$ cat src/rtl/alu_ctrl_pkg.sv
// Shared definitions for the registered ALU control decoder.
// Contents:
//   - CTRL_*  : 4-bit ALU control codes driven towards the ALU
//   - FUNC_*  : 6-bit R-type function field encodings
//   - state_e : control FSM states
//   - mc_kind_e : multi-cycle operation class produced by the decoder
//   - cnt_width : counter width needed to hold a cycle count
package alu_ctrl_pkg;

  localparam logic [3:0] CTRL_ADD  = 4'b0000;
  localparam logic [3:0] CTRL_SUB  = 4'b0001;
  localparam logic [3:0] CTRL_ADDU = 4'b0010;
  localparam logic [3:0] CTRL_SUBU = 4'b0011;
  localparam logic [3:0] CTRL_AND  = 4'b0100;
  localparam logic [3:0] CTRL_OR   = 4'b0101;
  localparam logic [3:0] CTRL_SLT  = 4'b0110;
  localparam logic [3:0] CTRL_MUL  = 4'b0111;
  localparam logic [3:0] CTRL_DIV  = 4'b1000;
  localparam logic [3:0] CTRL_NOP  = 4'b1111;

  localparam logic [5:0] FUNC_ADD  = 6'b100000;
  localparam logic [5:0] FUNC_SUB  = 6'b100010;
  localparam logic [5:0] FUNC_ADDU = 6'b100001;
  localparam logic [5:0] FUNC_SUBU = 6'b100011;
  localparam logic [5:0] FUNC_AND  = 6'b100100;
  localparam logic [5:0] FUNC_OR   = 6'b100101;
  localparam logic [5:0] FUNC_SLT  = 6'b101010;
  localparam logic [5:0] FUNC_MUL  = 6'b011000;
  localparam logic [5:0] FUNC_DIV  = 6'b011010;
  localparam logic [5:0] FUNC_NOP  = 6'b000000;

  typedef enum logic [1:0] {
    ST_IDLE = 2'd0,
    ST_WAIT = 2'd1,
    ST_OUT  = 2'd2
  } state_e;

  typedef enum logic [1:0] {
    MC_NONE = 2'd0,
    MC_MUL  = 2'd1,
    MC_DIV  = 2'd2
  } mc_kind_e;

  // Bits needed to represent values 0..n (never less than one bit).
  function automatic int unsigned cnt_width(input int unsigned n);
    int unsigned w;
    w = 1;
    while ((32'd1 << w) <= n) begin
      w = w + 1;
    end
    return w;
  endfunction

endpackage

$ cat src/rtl/alu_func_decode.sv
// Pure combinational decoder of the R-type function field.
// Ports:
//   i_func    : function field of the instruction
//   o_ctrl    : 4-bit ALU control code (NOP for unknown encodings)
//   o_illegal : high when i_func is not a known encoding
//   o_kind    : multi-cycle class (none / MUL / DIV)
// Kept free of state so other units (e.g. hazard detection) can reuse it.
module alu_func_decode
  import alu_ctrl_pkg::*;
#(
  parameter int unsigned FUNC_W = 6
) (
  input  logic [FUNC_W-1:0] i_func,
  output logic [3:0]        o_ctrl,
  output logic              o_illegal,
  output mc_kind_e          o_kind
);

  logic       w_upper_zero;
  logic [5:0] w_func6;

  assign w_func6 = i_func[5:0];

  // A wider function field is only legal when its extra bits are zero.
  if (FUNC_W > 6) begin : g_upper
    assign w_upper_zero = (i_func[FUNC_W-1:6] == '0);
  end else begin : g_no_upper
    assign w_upper_zero = 1'b1;
  end

  // Table lookup of the function field.
  always_comb begin
    o_ctrl    = CTRL_NOP;
    o_illegal = 1'b0;
    o_kind    = MC_NONE;
    if (w_upper_zero) begin
      case (w_func6)
        FUNC_ADD:  o_ctrl = CTRL_ADD;
        FUNC_SUB:  o_ctrl = CTRL_SUB;
        FUNC_ADDU: o_ctrl = CTRL_ADDU;
        FUNC_SUBU: o_ctrl = CTRL_SUBU;
        FUNC_AND:  o_ctrl = CTRL_AND;
        FUNC_OR:   o_ctrl = CTRL_OR;
        FUNC_SLT:  o_ctrl = CTRL_SLT;
        FUNC_MUL: begin
          o_ctrl = CTRL_MUL;
          o_kind = MC_MUL;
        end
        FUNC_DIV: begin
          o_ctrl = CTRL_DIV;
          o_kind = MC_DIV;
        end
        FUNC_NOP:  o_ctrl = CTRL_NOP;
        default: begin
          o_ctrl    = CTRL_NOP;
          o_illegal = 1'b1;
        end
      endcase
    end else begin
      o_ctrl    = CTRL_NOP;
      o_illegal = 1'b1;
    end
  end

endmodule

$ cat src/rtl/alu_ctrl_pipe.sv
// Registered, handshaked ALU control decoder.
// Accepts an (alu_op, func_code) pair on in_valid/in_ready and presents the
// ALU control word on out_valid/out_ready after one register stage. MUL and
// DIV are held in a WAIT state for a programmable number of cycles so the
// ALU sees a stable control word for the whole operation.
// Ports:
//   clk, rst_n            : clock, synchronous active-low reset
//   in_valid / in_ready   : upstream handshake
//   alu_op, func_code     : main-control op and R-type function field
//   out_valid / out_ready : downstream handshake to the ALU
//   alu_ctrl, illegal     : registered control word and unknown-func flag
//   busy                  : multi-cycle operation in progress
module alu_ctrl_pipe
  import alu_ctrl_pkg::*;
#(
  parameter int unsigned        OP_W       = 4,
  parameter int unsigned        FUNC_W     = 6,
  parameter int unsigned        CTRL_W     = 4,
  parameter logic [OP_W-1:0]    RTYPE_OP   = OP_W'(4'b1111),
  parameter int unsigned        MUL_CYCLES = 4,
  parameter int unsigned        DIV_CYCLES = 8
) (
  input  logic              clk,
  input  logic              rst_n,
  input  logic              in_valid,
  output logic              in_ready,
  input  logic [OP_W-1:0]   alu_op,
  input  logic [FUNC_W-1:0] func_code,
  output logic              out_valid,
  input  logic              out_ready,
  output logic [CTRL_W-1:0] alu_ctrl,
  output logic              busy,
  output logic              illegal
);

  localparam int unsigned MAX_CYC = (MUL_CYCLES > DIV_CYCLES) ? MUL_CYCLES : DIV_CYCLES;
  localparam int unsigned CNT_W   = cnt_width(MAX_CYC);
  localparam logic [CTRL_W-1:0] CTRL_NOP_W = CTRL_W'(CTRL_NOP);

  state_e              r_state;
  logic [CNT_W-1:0]    r_cnt;
  logic [CTRL_W-1:0]   r_ctrl;
  logic                r_illegal;
  logic                r_out_valid;
  logic                r_busy;

  state_e              w_state_nxt;
  logic [CNT_W-1:0]    w_cnt_nxt;
  logic                w_load;
  logic                w_accept;
  logic                w_in_ready;

  logic [3:0]          w_dec_ctrl;
  logic                w_dec_ill;
  mc_kind_e            w_dec_kind;

  logic [CTRL_W-1:0]   w_ctrl_next;
  logic                w_ill_next;
  mc_kind_e            w_kind_next;
  logic [CNT_W-1:0]    w_load_cnt;
  state_e              w_load_state;

  alu_func_decode #(
    .FUNC_W (FUNC_W)
  ) u_func_decode (
    .i_func    (func_code),
    .o_ctrl    (w_dec_ctrl),
    .o_illegal (w_dec_ill),
    .o_kind    (w_dec_kind)
  );

  // Select between R-type function decoding and direct pass-through of alu_op.
  always_comb begin
    w_ctrl_next = '0;
    w_ill_next  = 1'b0;
    w_kind_next = MC_NONE;
    if (alu_op == RTYPE_OP) begin
      w_ctrl_next[3:0] = w_dec_ctrl;
      w_ill_next       = w_dec_ill;
      w_kind_next      = w_dec_kind;
    end else begin
      w_ctrl_next[3:0] = alu_op[3:0];
    end
  end

  // Counter preload and destination state for a newly accepted op; a zero
  // preload (cycle count of 1) skips WAIT entirely.
  always_comb begin
    w_load_cnt = '0;
    case (w_kind_next)
      MC_MUL:  w_load_cnt = CNT_W'(MUL_CYCLES - 1);
      MC_DIV:  w_load_cnt = CNT_W'(DIV_CYCLES - 1);
      default: w_load_cnt = '0;
    endcase
    if (w_load_cnt == '0) begin
      w_load_state = ST_OUT;
    end else begin
      w_load_state = ST_WAIT;
    end
  end

  // OUT may accept in the same cycle its held result is consumed.
  assign w_in_ready = (r_state == ST_IDLE) || ((r_state == ST_OUT) && out_ready);
  assign w_accept   = in_valid && w_in_ready;

  // Next-state logic of the control FSM.
  always_comb begin
    w_state_nxt = r_state;
    w_cnt_nxt   = r_cnt;
    w_load      = 1'b0;
    case (r_state)
      ST_IDLE: begin
        if (w_accept) begin
          w_load      = 1'b1;
          w_state_nxt = w_load_state;
          w_cnt_nxt   = w_load_cnt;
        end else begin
          w_state_nxt = ST_IDLE;
        end
      end
      ST_WAIT: begin
        // Leave WAIT on the count of one so OUT lands exactly N cycles after accept.
        if (r_cnt <= CNT_W'(1)) begin
          w_state_nxt = ST_OUT;
          w_cnt_nxt   = '0;
        end else begin
          w_state_nxt = ST_WAIT;
          w_cnt_nxt   = r_cnt - CNT_W'(1);
        end
      end
      ST_OUT: begin
        if (out_ready) begin
          if (w_accept) begin
            w_load      = 1'b1;
            w_state_nxt = w_load_state;
            w_cnt_nxt   = w_load_cnt;
          end else begin
            w_state_nxt = ST_IDLE;
          end
        end else begin
          w_state_nxt = ST_OUT;
        end
      end
      default: begin
        w_state_nxt = ST_IDLE;
        w_cnt_nxt   = '0;
      end
    endcase
  end

  // State, counter and output registers; control word only moves on a load.
  always_ff @(posedge clk) begin
    if (!rst_n) begin
      r_state     <= ST_IDLE;
      r_cnt       <= '0;
      r_ctrl      <= CTRL_NOP_W;
      r_illegal   <= 1'b0;
      r_out_valid <= 1'b0;
      r_busy      <= 1'b0;
    end else begin
      r_state     <= w_state_nxt;
      r_cnt       <= w_cnt_nxt;
      r_out_valid <= (w_state_nxt == ST_OUT);
      r_busy      <= (w_state_nxt == ST_WAIT);
      if (w_load) begin
        r_ctrl    <= w_ctrl_next;
        r_illegal <= w_ill_next;
      end else begin
        r_ctrl    <= r_ctrl;
        r_illegal <= r_illegal;
      end
    end
  end

  assign in_ready  = w_in_ready;
  assign out_valid = r_out_valid;
  assign busy      = r_busy;
  assign alu_ctrl  = r_ctrl;
  assign illegal   = r_illegal;

endmodule

$ cat config.mk
export PLATFORM = sky130hd
export DESIGN_NAME = alu_ctrl_pipe
export DESIGN_NICKNAME = d
export VERILOG_FILES = /design/src/rtl/alu_ctrl_pkg.sv /design/src/rtl/alu_func_decode.sv /design/src/rtl/alu_ctrl_pipe.sv
export SDC_FILE = /design/constraint.sdc
export NUM_CORES = 1
export LEC_CHECK = 0
export ABC_CLOCK_PERIOD_IN_PS = 5600
export CAP_MARGIN = 20
export CORE_MARGIN = 10
export CORE_UTILIZATION = 51
export CTS_CLUSTER_DIAMETER = 40
export DETAILED_ROUTE_END_ITERATION = 7
export PLACE_DENSITY = 0.87
export SLEW_MARGIN = 30
export SYNTH_ARGS = -nofsm -noshare
export SYNTH_HDL_FRONTEND = slang
export SYNTH_SLANG_ARGS = --single-unit
$ cat constraint.sdc
create_clock -name clk -period 5.6 [get_ports clk]
set_clock_uncertainty 0.2 [all_clocks]
set_input_delay 1.12 -clock clk [delete_from_list [all_inputs] [get_ports clk]]
set_output_delay 1.12 -clock clk [all_outputs]
set_load 0.05 [all_outputs]
==> run summary, run 1 <==
Among the stages of the critical path, the cell type that occurs most often is clkdlybuf4s50_1. The tools report the number of diodes as 0. The most used routing layer was met2. In the layout the commonest cells are 21 x clkdlybuf4s50_1, 13 x dfxtp_1, 7 x inv_1, 7 x a21oi_1, 6 x nand2_1. After the first detailed-routing iteration, the DRC count stood at 19. In this run the core area contains 14 standard-cell rows. The simple-gate area share of the yosys netlist is 0.270, and the arrival time reported for the critical path endpoint is 2630 ps. The sort of element at the end of the critical path was an output pin. The run gives 102 as the number of instances in the synthesized netlist.

The run gives 0.131 as the global-route usage over all layers. The proportion of synthesized chip area in sequential cells was 0.295; the peak supply drop was 177 uV. Once placement finished, the instance area stood at 1080 um2. The share of the synthesized area in the top cell type came out at 0.295. The synthesized design spends more area on one cell type than any other, namely dfxtp_1. Synthesis inferred 13 register bits.

The final number of max-transition violations came out at 0. The number of vias per cell after detailed routing was 6.17; the clock transition at the register clock pins on the worst setup and hold paths after CTS was 70 ps. Setup repair after global routing left no endpoint under its margin. The number of cells on the worst reg-to-reg path is 6. The xor-xnor portion of the synthesized cell area is 0, and the die extent in y is 61.6 um. The peak per-stage delay on the critical path is 830 ps. The arithmetic-cell share of the synthesized area counting full adders, half adders and majority gates came out at 0.0426. The first-pass GRT wire length came out at 3740 um.

The tools report the number of setup buffers added after CTS as 0. Summed over all nets, the half-perimeter wirelength after detailed placement is 1710 um. The signal on the critical path passes through clkdlybuf4s50_1 > nor2b_1 > nor2_1 > clkdlybuf4s50_1. Number of antenna violations at the first check in global routing: 0. The met2 demand-to-capacity share in global routing was 0.199.

The run gives 0.661 as the max-slew headroom at the worst pin. Based on the critical path, the design can be clocked at up to 253 MHz. The most used flip-flop cell after synthesis is dfxtp_1.

Number of global-route vias before repair: 814. The flow ran to the end, and the final reports show no timing, DRC or antenna violations. The mux share of post-synthesis cell area was 0.0114. Clock sink count: 13.

The most critical setup path has its endpoint at in_ready. The first element of the critical path was out_ready. The level count of the clock H-tree was 1; the ratio of total power to cell area was 196 nW/um2. Yosys attributes the largest share of cell area to dfxtp_1 30%, ha_1 4.3%, a21oi_1 4.0%. The clock latency at the later pin of the worst-skew pair is 290 ps. The startpoint identified for the worst register-to-register timing path is r_cnt[0]. The transition time at the pin with the least slew margin is 508 ps. The worst hold path belongs to the class reg -> reg. For this design the top-level I/O count stands at 22. The area growth from synthesis to layout is 26.1%. For the worst setup path, the data required time is 4280 ps. The run gives 0.559 as the starting utilization of the core area. Number of hold violations in the final report: 0. The cell area that synthesis handed to floorplanning was 881 um2. The number of different library cells used by synthesis comes to 43. The endpoint identified for the worst register-to-register timing path is r_cnt[3].

The Yosys step of the flow raised 0 warnings. The tools report the area of all placed cells without fillers as 1110 um2. Pin count of the biggest net entering global routing: 12.

After detailed routing, the average wire length per cell comes to 15.7 um. The core region is 1580 um2. Wires add up to 2190 um. The run gives 2 as the number of buffers on the longest clock path.

TritonCTS built the clock tree. In this run the worst path has a maximum fanout of 3. The most frequent standard cell in the layout excluding fill and tap cells was clkdlybuf4s50_1.

The post-route setup TNS is 0 ps, and the layout cell share with drive strength beyond 1 is 0.0976. Net count reported at finish: 141. For the fraction of met1 tracks used by global routing, the log shows 0.144. By area, the combinational part of the netlist is dominated by compound AO/OA/AOI/OAI gates. Setup violations remaining at the end of the flow were counted as 0. Each instance of the synthesized netlist takes up on average 8.64 um2.

The critical path is of the in -> out type. The async set-reset flop share out of synthesis was 0. For the placer's final routability congestion estimate, the log shows 0.863. The tool flagged a number of max-cap violations equal to 0.

The total overflow left after global routing is 0. The number of cells upsized or downsized after cts was 0; the hold buffer count at cts was 0. Summed over all cells, the static leakage comes to 0.000439 uW. The post-route antenna net violation count is 0, and the minimum setup slack among reg-to-reg paths is 3610 ps. STA classifies the critical path startpoint as an input pin.

The post-synthesis compound-gate area fraction works out to 0.321. The number of nets handed over by synthesis was 119. Post-route DRC violation count: 0. For the detailed-routing iteration count for the pre-antenna-repair pass, the log shows 4. In this run the clock root is driven by a clkbuf_4. The met3 layer usage reported by global route is 0.0638, and the detailed-route via count is 858.

Library cell contributing the largest single delay on the critical path: clkdlybuf4s50_1. The number of flops mapped to enable cells by yosys was 0; the period utilization was 0.705. The count of port buffers added during placement was 21; the CTS buffer count was 3. Measured along the x axis, the die boundary spans 61.6 um. The die covers 3790 um2.

Minimum clock period after layout: 3950 ps.
[area by class of cell]
type | instances | area, um2
clock buffers | 4 | 26.3
fillers | 133 | 465
inverters | 7 | 26.3
multi-input cells | 78 | 568
flip-flops and latches | 13 | 260
well taps | 16 | 20.0
repair buffers | 21 | 210
[worst max-delay path: cells and delay by family]
family        cells  cell delay, ps
simple gates      2             210
buf+inv           2            1300
[per-layer routing]
metal  wire (um)  up-vias
met5           0        -
met3         147        9
met4          71        0
met2        1020       21
met1         945      394
li1            -      434
[flip-flops by register name, indices dropped and copies added (netlist names)]
register / cells
alu_ctrl: 4
out_valid: 1
r_state: 2
illegal: 1
r_cnt: 4
busy: 1
[cell families (layout without fill, tap and decap cells)]
kind of cell	after synthesis	in the layout
flops	13	13
fa+ha+maj	3	3
mux	1	1
simple gates	39	39
compound gates	35	35
buf+inv	11	32
[Yosys cell counts, types with 3 or more instances]
cell type / instances
nand2_1: 6
inv_1: 7
a21o_1: 3
dfxtp_1: 13
nand3_1: 3
and3_1: 3
ha_1: 3
nor2b_1: 3
a21oi_1: 7
nor2_1: 5
nand2b_1: 3
o21ai_1: 4
a31oi_1: 4
[worst min-delay path by stage]
stage                      startpoint           to  slack, ps  depth (start not counted)
after CTS                     illegal      illegal        290                          2
after global routing          illegal      illegal        310                          2
after floorplan              r_cnt[3]     r_cnt[3]        290                          2
after detailed placement  alu_ctrl[2]  alu_ctrl[2]        270                          2
after global placement    alu_ctrl[1]  alu_ctrl[1]        260                          2
final                         illegal      illegal        280                          2
[metrics by stage]
stage | instances | util | total power (uW) | setup slack, ps | hold slack [ps]
finish | 139 | 0.705 | 218 | 1650 | 283
global route | 139 | 0.705 | 229 | 1580 | 309
CTS | 139 | 0.705 | 219 | 1640 | 292
detailed placement | 135 | 0.688 | 160 | 1640 | 271
global placement | 135 | 0.688 | 159 | 1660 | 264
floorplan | 102 | - | 138 | 2420 | 291
[power by group]
group	total [uW]	internal (uW)	switching (uW)	leakage, uW
sequential	99.4	96.7	2.64	0.000107
clock	59.5	27.8	31.7	0.0000150
combinational	59.2	24.9	34.3	0.000317
(Power assumes the default switching activity.)
==> run 2, diff against run 1 <==
- ABC_CLOCK_PERIOD_IN_PS: 5600 -> 3700
- CORE_UTILIZATION: 51 -> 48
- PLACE_DENSITY: 0.87 -> 0.83
- clock period: 5.6 -> 3.7 ns (I/O delays scaled with it)
==> run summary, run 2 (synthesis results as in run 1) <==
The global-route usage over all layers is 0.112 (was 0.131), and the peak supply drop is 130 uV (was 177 uV). For the detailed-routing iteration count for the pre-antenna-repair pass, the log shows 4 (unchanged). The startpoint of the lowest-slack hold path was alu_ctrl[1] (was illegal).

Number of maximum-capacitance constraint violations: 0 (unchanged). The area growth from synthesis to layout came out at 27.4% (was 26.1%). The run gives 1730 um2 (was 1580 um2) as the area of the core.

The sort of element at the end of the critical path was an output pin (unchanged). The period utilization is 0.861, and the post-detailed-routing wire length is 2110 um (was 2190 um). The level count of the clock H-tree is 1 (unchanged). Launching element type of the critical path: an input pin (unchanged). The tools report the initial DRC count as 9 (was 19). Commonest non-fill, non-tap cells in the layout: 21 x clkdlybuf4s50_1, 13 x dfxtp_1, 7 x inv_1, 7 x a21oi_1, 6 x nand2_1 (unchanged). For the HPWL after detailed placement, the log shows 1730 um (was 1710 um). The number of standard-cell rows in the floorplan was 15 (was 14). Layout cell share with drive strength beyond 1: 0.0976 (unchanged). The width of the die is 62.8 um (was 61.6 um), and the clock sink count is 13 (unchanged). The run finished with clean final reports. Setup repair after global routing left no endpoint under its margin. Starting utilization of the core area: 0.510 (was 0.559). The run gives 2250 ps (was 2630 ps) as the arrival time reported for the critical path endpoint. Most frequent standard cell in the layout excluding fill and tap cells: clkdlybuf4s50_1 (unchanged).

End of the critical path: in_ready (unchanged). The transition time at the pin with the least slew margin is 503 ps (was 508 ps). Counting I/O delays and the setup requirement, the final critical path takes 3190 ps. The aggregate global routing overflow was 0 (unchanged). The tools report the sum of internal, switching and leakage power as 328 uW (was 218 uW). The number of buffers on the longest clock path is 2 (unchanged). The worst slack after detailed placement is 503 ps (was 1640 ps), and the final setup violation count is 0 (unchanged). Clock tree root driver cell: clkbuf_4 (unchanged).

Die area: 3950 um2 (was 3790 um2). The clock transition at the register clock pins on the worst setup and hold paths after CTS is 80 ps (was 70 ps), and the final number of max-transition violations is 0 (unchanged). The cell count of the worst reg-to-reg path was 6 (unchanged); the net count reported at finish was 141 (unchanged).

The number of vias per cell after detailed routing was 5.78 (was 6.17); the number of setup buffers added after CTS was 0 (unchanged). Worst flop-to-flop path startpoint: r_cnt[0] (unchanged). The clock latency at the later pin of the worst-skew pair is 280 ps (was 290 ps), and the pin count of the biggest net entering global routing is 12 (unchanged). Reg-to-reg critical path endpoint: r_cnt[3] (unchanged).

The post-route antenna net violation count is 0 (unchanged), and the number of top-level pins is 22 (unchanged). Detailed-route via count: 855 (was 858). The run gives 0 (unchanged) as the hold buffer count at cts. The critical path class was in -> out (unchanged). The highest fanout seen on the critical path was 3 (unchanged); the leakage power of the design was 0.000439 uW (unchanged). TritonCTS built the clock tree. The number of diodes is 0 (unchanged). The tools report the first-pass GRT wire length as 3810 um (was 3740 um). The tools report the placer's final routability congestion estimate as 0.776 (was 0.863). Type of the most critical hold path: reg -> reg (unchanged).

The average wire length per cell after detail routing was 14.3 um (was 15.7 um); the ratio of total power to cell area was 292 nW/um2 (was 196 nW/um2). Final worst slack: 514 ps (was 1650 ps). The max-slew headroom at the worst pin is 0.663 (was 0.661).

The run gives 1730 ps (was 3610 ps) as the minimum setup slack among reg-to-reg paths. The post-route DRC violation count is 0 (unchanged). The run gives 2760 ps (was 4280 ps) as the required time of the critical path. The die extent in y works out to 62.8 um (was 61.6 um).

The first element of the critical path was out_ready (unchanged). The number of global-route vias before repair is 863 (was 814), and the number of antenna violations at the first check in global routing is 0 (unchanged). Count of port buffers added during placement: 21 (unchanged).

The logs give 0 ps (unchanged) for the post-route setup TNS and 0 (unchanged) for the number of cells upsized or downsized after cts. The CTS buffer count came out at 3 (unchanged). For this run, the top clock speed supported by timing is 314 MHz.

The number of hold violations in the final report was 0 (unchanged); the number of inserted filler cells in the final layout was 169 (was 133).
run 2: critical path: stages:
cell and delay [ps]:
clkdlybuf4s50_1 470, nor2b_1 60, nor2_1 150, clkdlybuf4s50_1 830
run 2: layer usage:
layer | share of wire | routed length (um) | GRT usage | vias to the layer above
met3 | 0.040 | 84 | 0.0197 | 5
met1 | 0.45 | 952 | 0.121 | 396
met4 | 0.024 | 50 | 0.0670 | 0
li1 | - | - | - | 434
met2 | 0.48 | 1020 | 0.197 | 20
met5 | 0 | 0 | 0 | -
run 2: worst min-delay path by stage:
stage                     slack (ps)          end  depth (start not counted)
after floorplan                  290     r_cnt[3]                          2
after CTS                        290  alu_ctrl[1]                          2
final                            290  alu_ctrl[1]                          2
after global placement           260  alu_ctrl[1]                          2
after global routing             310  alu_ctrl[2]                          2
after detailed placement         270  alu_ctrl[1]                          2
run 2: per-stage QoR:
step,util,hold slack (ps),instance area [um2],instances
after CTS,0.650,289,1120,148
after floorplan,-,291,881,102
final,0.650,285,1120,148
after global placement,0.635,259,1100,144
after global routing,0.650,309,1120,148
after detailed placement,0.635,270,1100,144
run 2: report_power, final:
| group | internal, uW | switching (uW) |
|---|---|---|
| Sequential | 146 | 4.29 |
| Clock | 41.9 | 47.5 |
| Combinational | 37.7 | 50.4 |
run 2: layout make-up:
| type | count | area [um2] | area share |
|---|---|---|---|
| clock buffer | 4 | 26.3 | 0.0234 |
| inverter | 7 | 26.3 | 0.0234 |
| multi-input combinational | 78 | 568 | 0.506 |
| sequential | 13 | 260 | 0.232 |
| tap | 25 | 31.3 | 0.0279 |
| timing repair buffer | 21 | 210 | 0.187 |
